<file path="src/rtl/traffic_light_pkg.sv">
// Shared types and default phase lengths for the traffic light.
// Optional checks in traffic_light are enabled by TRAFFIC_LIGHT_ASSERT_EN.
package traffic_light_pkg;

  typedef enum logic [1:0] {
    RED    = 2'b00,
    GREEN  = 2'b01,
    YELLOW = 2'b10
  } state_t;

  localparam int unsigned CNT_W           = 8;
  localparam int unsigned DEF_RED_TIME    = 5;
  localparam int unsigned DEF_GREEN_TIME  = 4;
  localparam int unsigned DEF_YELLOW_TIME = 2;

  function automatic state_t next_of(input state_t s);
    unique case (s)
      RED:     next_of = GREEN;
      GREEN:   next_of = YELLOW;
      default: next_of = RED;
    endcase
  endfunction

endpackage

</file>
<file path="src/rtl/traffic_light_timer.sv">
// Phase counter: counts cycles within a phase, flags the last one.
// done is purely a compare, so clr must be asserted when done fires.
module traffic_light_timer
  import traffic_light_pkg::*;
(
  input  logic             clk,
  input  logic             rst,
  input  logic             clr,
  input  logic [CNT_W-1:0] term,
  output logic             done
);

  logic [CNT_W-1:0] cnt;

  always_ff @(posedge clk or posedge rst) begin
    if (rst)
      cnt <= '0;
    else if (clr)
      cnt <= '0;
    else
      cnt <= cnt + 1'b1;
  end

  assign done = (cnt == term);

endmodule

</file>
<file path="src/rtl/traffic_light.sv">
// Three-phase traffic light FSM with lamp decode from state only.
// Define TRAFFIC_LIGHT_ASSERT_EN to compile one-hot/order checks.
module traffic_light
  import traffic_light_pkg::*;
#(
  parameter int unsigned RED_TIME    = DEF_RED_TIME,
  parameter int unsigned GREEN_TIME  = DEF_GREEN_TIME,
  parameter int unsigned YELLOW_TIME = DEF_YELLOW_TIME
) (
  input  logic clk,
  input  logic rst,
  output logic red,
  output logic yellow,
  output logic green
);

  localparam logic [CNT_W-1:0] RT = CNT_W'(RED_TIME - 1);
  localparam logic [CNT_W-1:0] GT = CNT_W'(GREEN_TIME - 1);
  localparam logic [CNT_W-1:0] YT = CNT_W'(YELLOW_TIME - 1);

  state_t           state;
  state_t           state_nx;
  logic             clr;
  logic             done;
  logic [CNT_W-1:0] term;

  always_ff @(posedge clk or posedge rst) begin
    if (rst)
      state <= RED;
    else
      state <= state_nx;
  end

  always_comb begin
    state_nx = state;
    clr      = 1'b0;
    term     = RT;
    unique case (state)
      RED: begin
        term = RT;
        if (done) begin
          state_nx = GREEN;
          clr      = 1'b1;
        end
      end
      GREEN: begin
        term = GT;
        if (done) begin
          state_nx = YELLOW;
          clr      = 1'b1;
        end
      end
      YELLOW: begin
        term = YT;
        if (done) begin
          state_nx = RED;
          clr      = 1'b1;
        end
      end
      default: begin
        state_nx = RED;
        clr      = 1'b1;
      end
    endcase
  end

  // Unused encoding shows red, like reset does.
  always_comb begin
    red    = 1'b0;
    yellow = 1'b0;
    green  = 1'b0;
    unique case (state)
      GREEN:   green  = 1'b1;
      YELLOW:  yellow = 1'b1;
      default: red    = 1'b1;
    endcase
  end

  traffic_light_timer u_timer (
    .clk  (clk),
    .rst  (rst),
    .clr  (clr),
    .term (term),
    .done (done)
  );

`ifdef TRAFFIC_LIGHT_ASSERT_EN
  always_ff @(posedge clk) begin
    assert ($onehot({red, yellow, green}))
      else $error("traffic_light: lamps not one-hot");
    if (!rst) begin
      assert (state_nx == state || state_nx == next_of(state))
        else $error("traffic_light: illegal transition");
    end
  end
`endif

endmodule

</file>
<file path="config.mk">
export PLATFORM = sky130hd
export DESIGN_NAME = traffic_light
export DESIGN_NICKNAME = d
export VERILOG_FILES = /design/src/rtl/traffic_light_pkg.sv /design/src/rtl/traffic_light_timer.sv /design/src/rtl/traffic_light.sv
export SDC_FILE = /design/constraint.sdc
export NUM_CORES = 1
export LEC_CHECK = 0
export BUFFER_PORTS_ARGS = -buffer_cell sky130_fd_sc_hd__buf_2
export CAP_MARGIN = 20
export CORE_MARGIN = 2
export CORE_UTILIZATION = 40
export DETAILED_ROUTE_END_ITERATION = 12
export SLEW_MARGIN = 40
export SYNTH_ARGS = -nofsm -noshare
export SYNTH_HDL_FRONTEND = slang
export SYNTH_SLANG_ARGS = --single-unit
</file>
<file path="constraint.sdc">
create_clock -name clk -period 4.25 [get_ports clk]
set_input_delay 0.2125 -clock clk [delete_from_list [all_inputs] [get_ports clk]]
set_output_delay 0.2125 -clock clk [all_outputs]
set_load 0.01 [all_outputs]
</file>
==> impl_metrics.env <==
export IMPL_status="finished, final reports clean"
export IMPL_first_iter_violations=7
export IMPL_p_per_area_nw_per_um2=274.4
export IMPL_cts_max_level=1
export IMPL_clockBufferDepth=2
export IMPL_yosysWarnings=0
export IMPL_ys_ff_latch=10
export IMPL_fin_tns_setup_ns=0
export IMPL_crit_type="flip-flop to flip-flop"
export IMPL_die_y_um=41.98
export IMPL_cts_clk_slew_worst_paths_ns=0.06
export IMPL_finalWorstPathRequiredPeriod_ns=2.064
export IMPL_syn_avg_cell_area_um2=10.30
export IMPL_cp_max_fo=4
export IMPL_cts_made_buffers=3
export IMPL_vias_per_cell=4.888
export IMPL_synthCells=56
export IMPL_grt_pass1_wl_um=1697
export IMPL_syn_to_final_growth_pct=14.75
export IMPL_syn_nets=64
export IMPL_utilization_pct=50.24
export IMPL_setup_violations=0
export IMPL_fin_crit_sh_pct=48.57
export IMPL_rows=13
export IMPL_synth_seq_area_share_pct=43.38
export IMPL_finalHoldViolCount=0
export IMPL_numClockSinks=10
export IMPL_die_area_um2=1762
export IMPL_track_usage_pct=13.07
export IMPL_post_drt_wl_per_cell_um=11.66
export IMPL_peakVddDrop_mv=0.1654
export IMPL_pin_count=5
export IMPL_grt_max_degree=11
export IMPL_max_freq_ghz=0.4844
export IMPL_grt_overflow=0
export IMPL_cp_end_kind="flip-flop"
export IMPL_first_global_vias=400
export IMPL_dr_total_vias=391
export IMPL_rsz0062_at_grt="no"
export IMPL_p_leak_uw=0.0003569
export IMPL_cp_required_ns=4.40
export IMPL_die_x_um=41.98
export IMPL_cts_setup_buffers=0
export IMPL_drv_slew=0
export IMPL_critPathLaunchType="flip-flop"
export IMPL_cts_tree="done"
export IMPL_drc=0
export IMPL_start_util_pct=43.78
export IMPL_synthesis_area_um2=576.8
export IMPL_drive_gt1_share_pct=21.54
export IMPL_io_buffers=4
export IMPL_cts_root_buf="clkbuf_4"
export IMPL_totalWireLength_um=933
export IMPL_antenna_found_initial=0
export IMPL_maxSlewHeadroom_pct=73.91
export IMPL_clk_latency_ns=0.26
export IMPL_antenna_cells=0
export IMPL_nNetsFinal=74
export IMPL_critPathArrivalTime_ns=2.21
export IMPL_gp_congestion=0.6924
export IMPL_drt_pre_antenna_iters=4
export IMPL_coreArea_um2=1318
export IMPL_drtAntennaViolNets=0
export IMPL_hpwl_um=709.8
export IMPL_clock_skew_final_ns=0.001215
export IMPL_cap_violations=0
export IMPL_hold_path_class="primary input to async pin"
export IMPL_synthDistinctLibCells=20
export IMPL_worst_slew_pin_slew_ns=0.3884
## cell type report
class                      count  area [µm²]
clock buffer                   4       36.28
fill                         127       655.6
inverter                       5       18.77
multi-input combinational     41       307.8
sequential                    10       250.2
tap                           15       18.77
timing repair buffer           5       30.03
## path summary, 6_finish.rpt
check / depth (start not counted) / slack, ns / from / endpoint
setup / recovery: 6 / 2.19 / state[0] / state[0]
hold / removal: 3 / 0.47 / rst / state[1]
setup reg to reg: 6 / 2.19 / state[0] / state[0]
hold reg to reg: 1 / 0.51 / u_timer.cnt[0] / u_timer.cnt[0]
max in group asynchronous: 3 / 3.51 / rst / u_timer.cnt[6]
min in group clk: 1 / 0.51 / u_timer.cnt[0] / u_timer.cnt[0]
## timing repair
item,in CTS,in global routing
endpoints found under the hold margin,10,0
hold buffers,1,0
resized for setup,0,0
## worst max-delay path, stage by stage, from the launching register on
cell and delay, ns:
dfrtp_1 0.41, inv_1 0.09, ha_1 0.33, or3b_1 0.37
a211oi_2 0.36, nand2_2 0.09, mux2_4 0.30
## sequential cells by signal, summed over array words and instances (netlist names)
signal       cells
state            2
u_timer.cnt      8
## metrics by stage
step	cells	hold WS [ns]	setup WS [ns]	power, µW	instance area (µm²)
after floorplan	56	0.05268	2.323	98.41	576.8
after global placement	75	0.2023	2.183	99.31	615.6
after detailed placement	75	0.2094	2.174	99.39	615.6
after CTS	80	0.4745	2.171	184.6	661.9
after global routing	80	0.4964	2.061	192.9	661.9
final	80	0.4713	2.186	181.6	661.9
## metal layers
layer  wire, µm  GRT usage [%]  vias to the layer above
met4          6          3.871                        0
met1        458          16.44                      177
met3         64          8.190                        2
li1           -              -                      203
met2        403          18.44                        9
met5          0              0                        -
## kinds of logic after synthesis
| group | after synthesis | synth area share, % |
|---|---|---|
| AND/OR/NAND/NOR | 22 | 19.31 |
| flip-flops | 10 | 43.38 |
| XOR/XNOR | 7 | 10.63 |
| adder cells (fa/ha/maj) | 6 | 13.01 |
| buffers and inverters | 5 | 3.254 |
| AO/OA/AOI/OAI | 4 | 5.856 |
| multiplexers | 2 | 4.554 |
## synth_stat cells
| library cell | count | area, µm² |
|---|---|---|
| a211oi_1 | 1 | 7.510 |
| a211oi_2 | 1 | 12.51 |
| a21o_2 | 1 | 8.760 |
| a21oi_1 | 1 | 5.000 |
| and3_1 | 1 | 6.260 |
| and3_2 | 1 | 7.510 |
| dfrtp_1 | 10 | 250.2 |
| ha_1 | 6 | 75.07 |
| inv_1 | 5 | 18.77 |
| mux2_2 | 1 | 11.26 |
| mux2_4 | 1 | 15.01 |
| nand2_2 | 1 | 6.260 |
| nand3_1 | 4 | 20.02 |
| nand3b_1 | 1 | 7.510 |
| nor2_1 | 10 | 37.54 |
| nor3_1 | 2 | 10.01 |
| or3b_1 | 1 | 8.760 |
| or4_1 | 1 | 7.510 |
| xnor2_1 | 3 | 26.28 |
| xor2_1 | 4 | 35.03 |
## placed cells by master, fill, tap and decap left out, types with 2 or more instances in the layout
master,synthesis,layout
nor3_1,2,2
xnor2_1,3,3
inv_1,5,5
nor2_1,10,10
clkbuf_4,0,3
nand3_1,4,4
ha_1,6,6
xor2_1,4,4
dfrtp_1,10,10
buf_2,0,4
## power by group
| part | switching (µW) | internal, µW | total [µW] |
|---|---|---|---|
| clock | 31.5 | 52.0 | 83.5 |
| combinational | 1.99 | 0.979 | 2.97 |
| sequential | 0 | 95.1 | 95.1 |
| total | 33.5 | 148 | 182 |
Power figures use the tool's default switching activity.
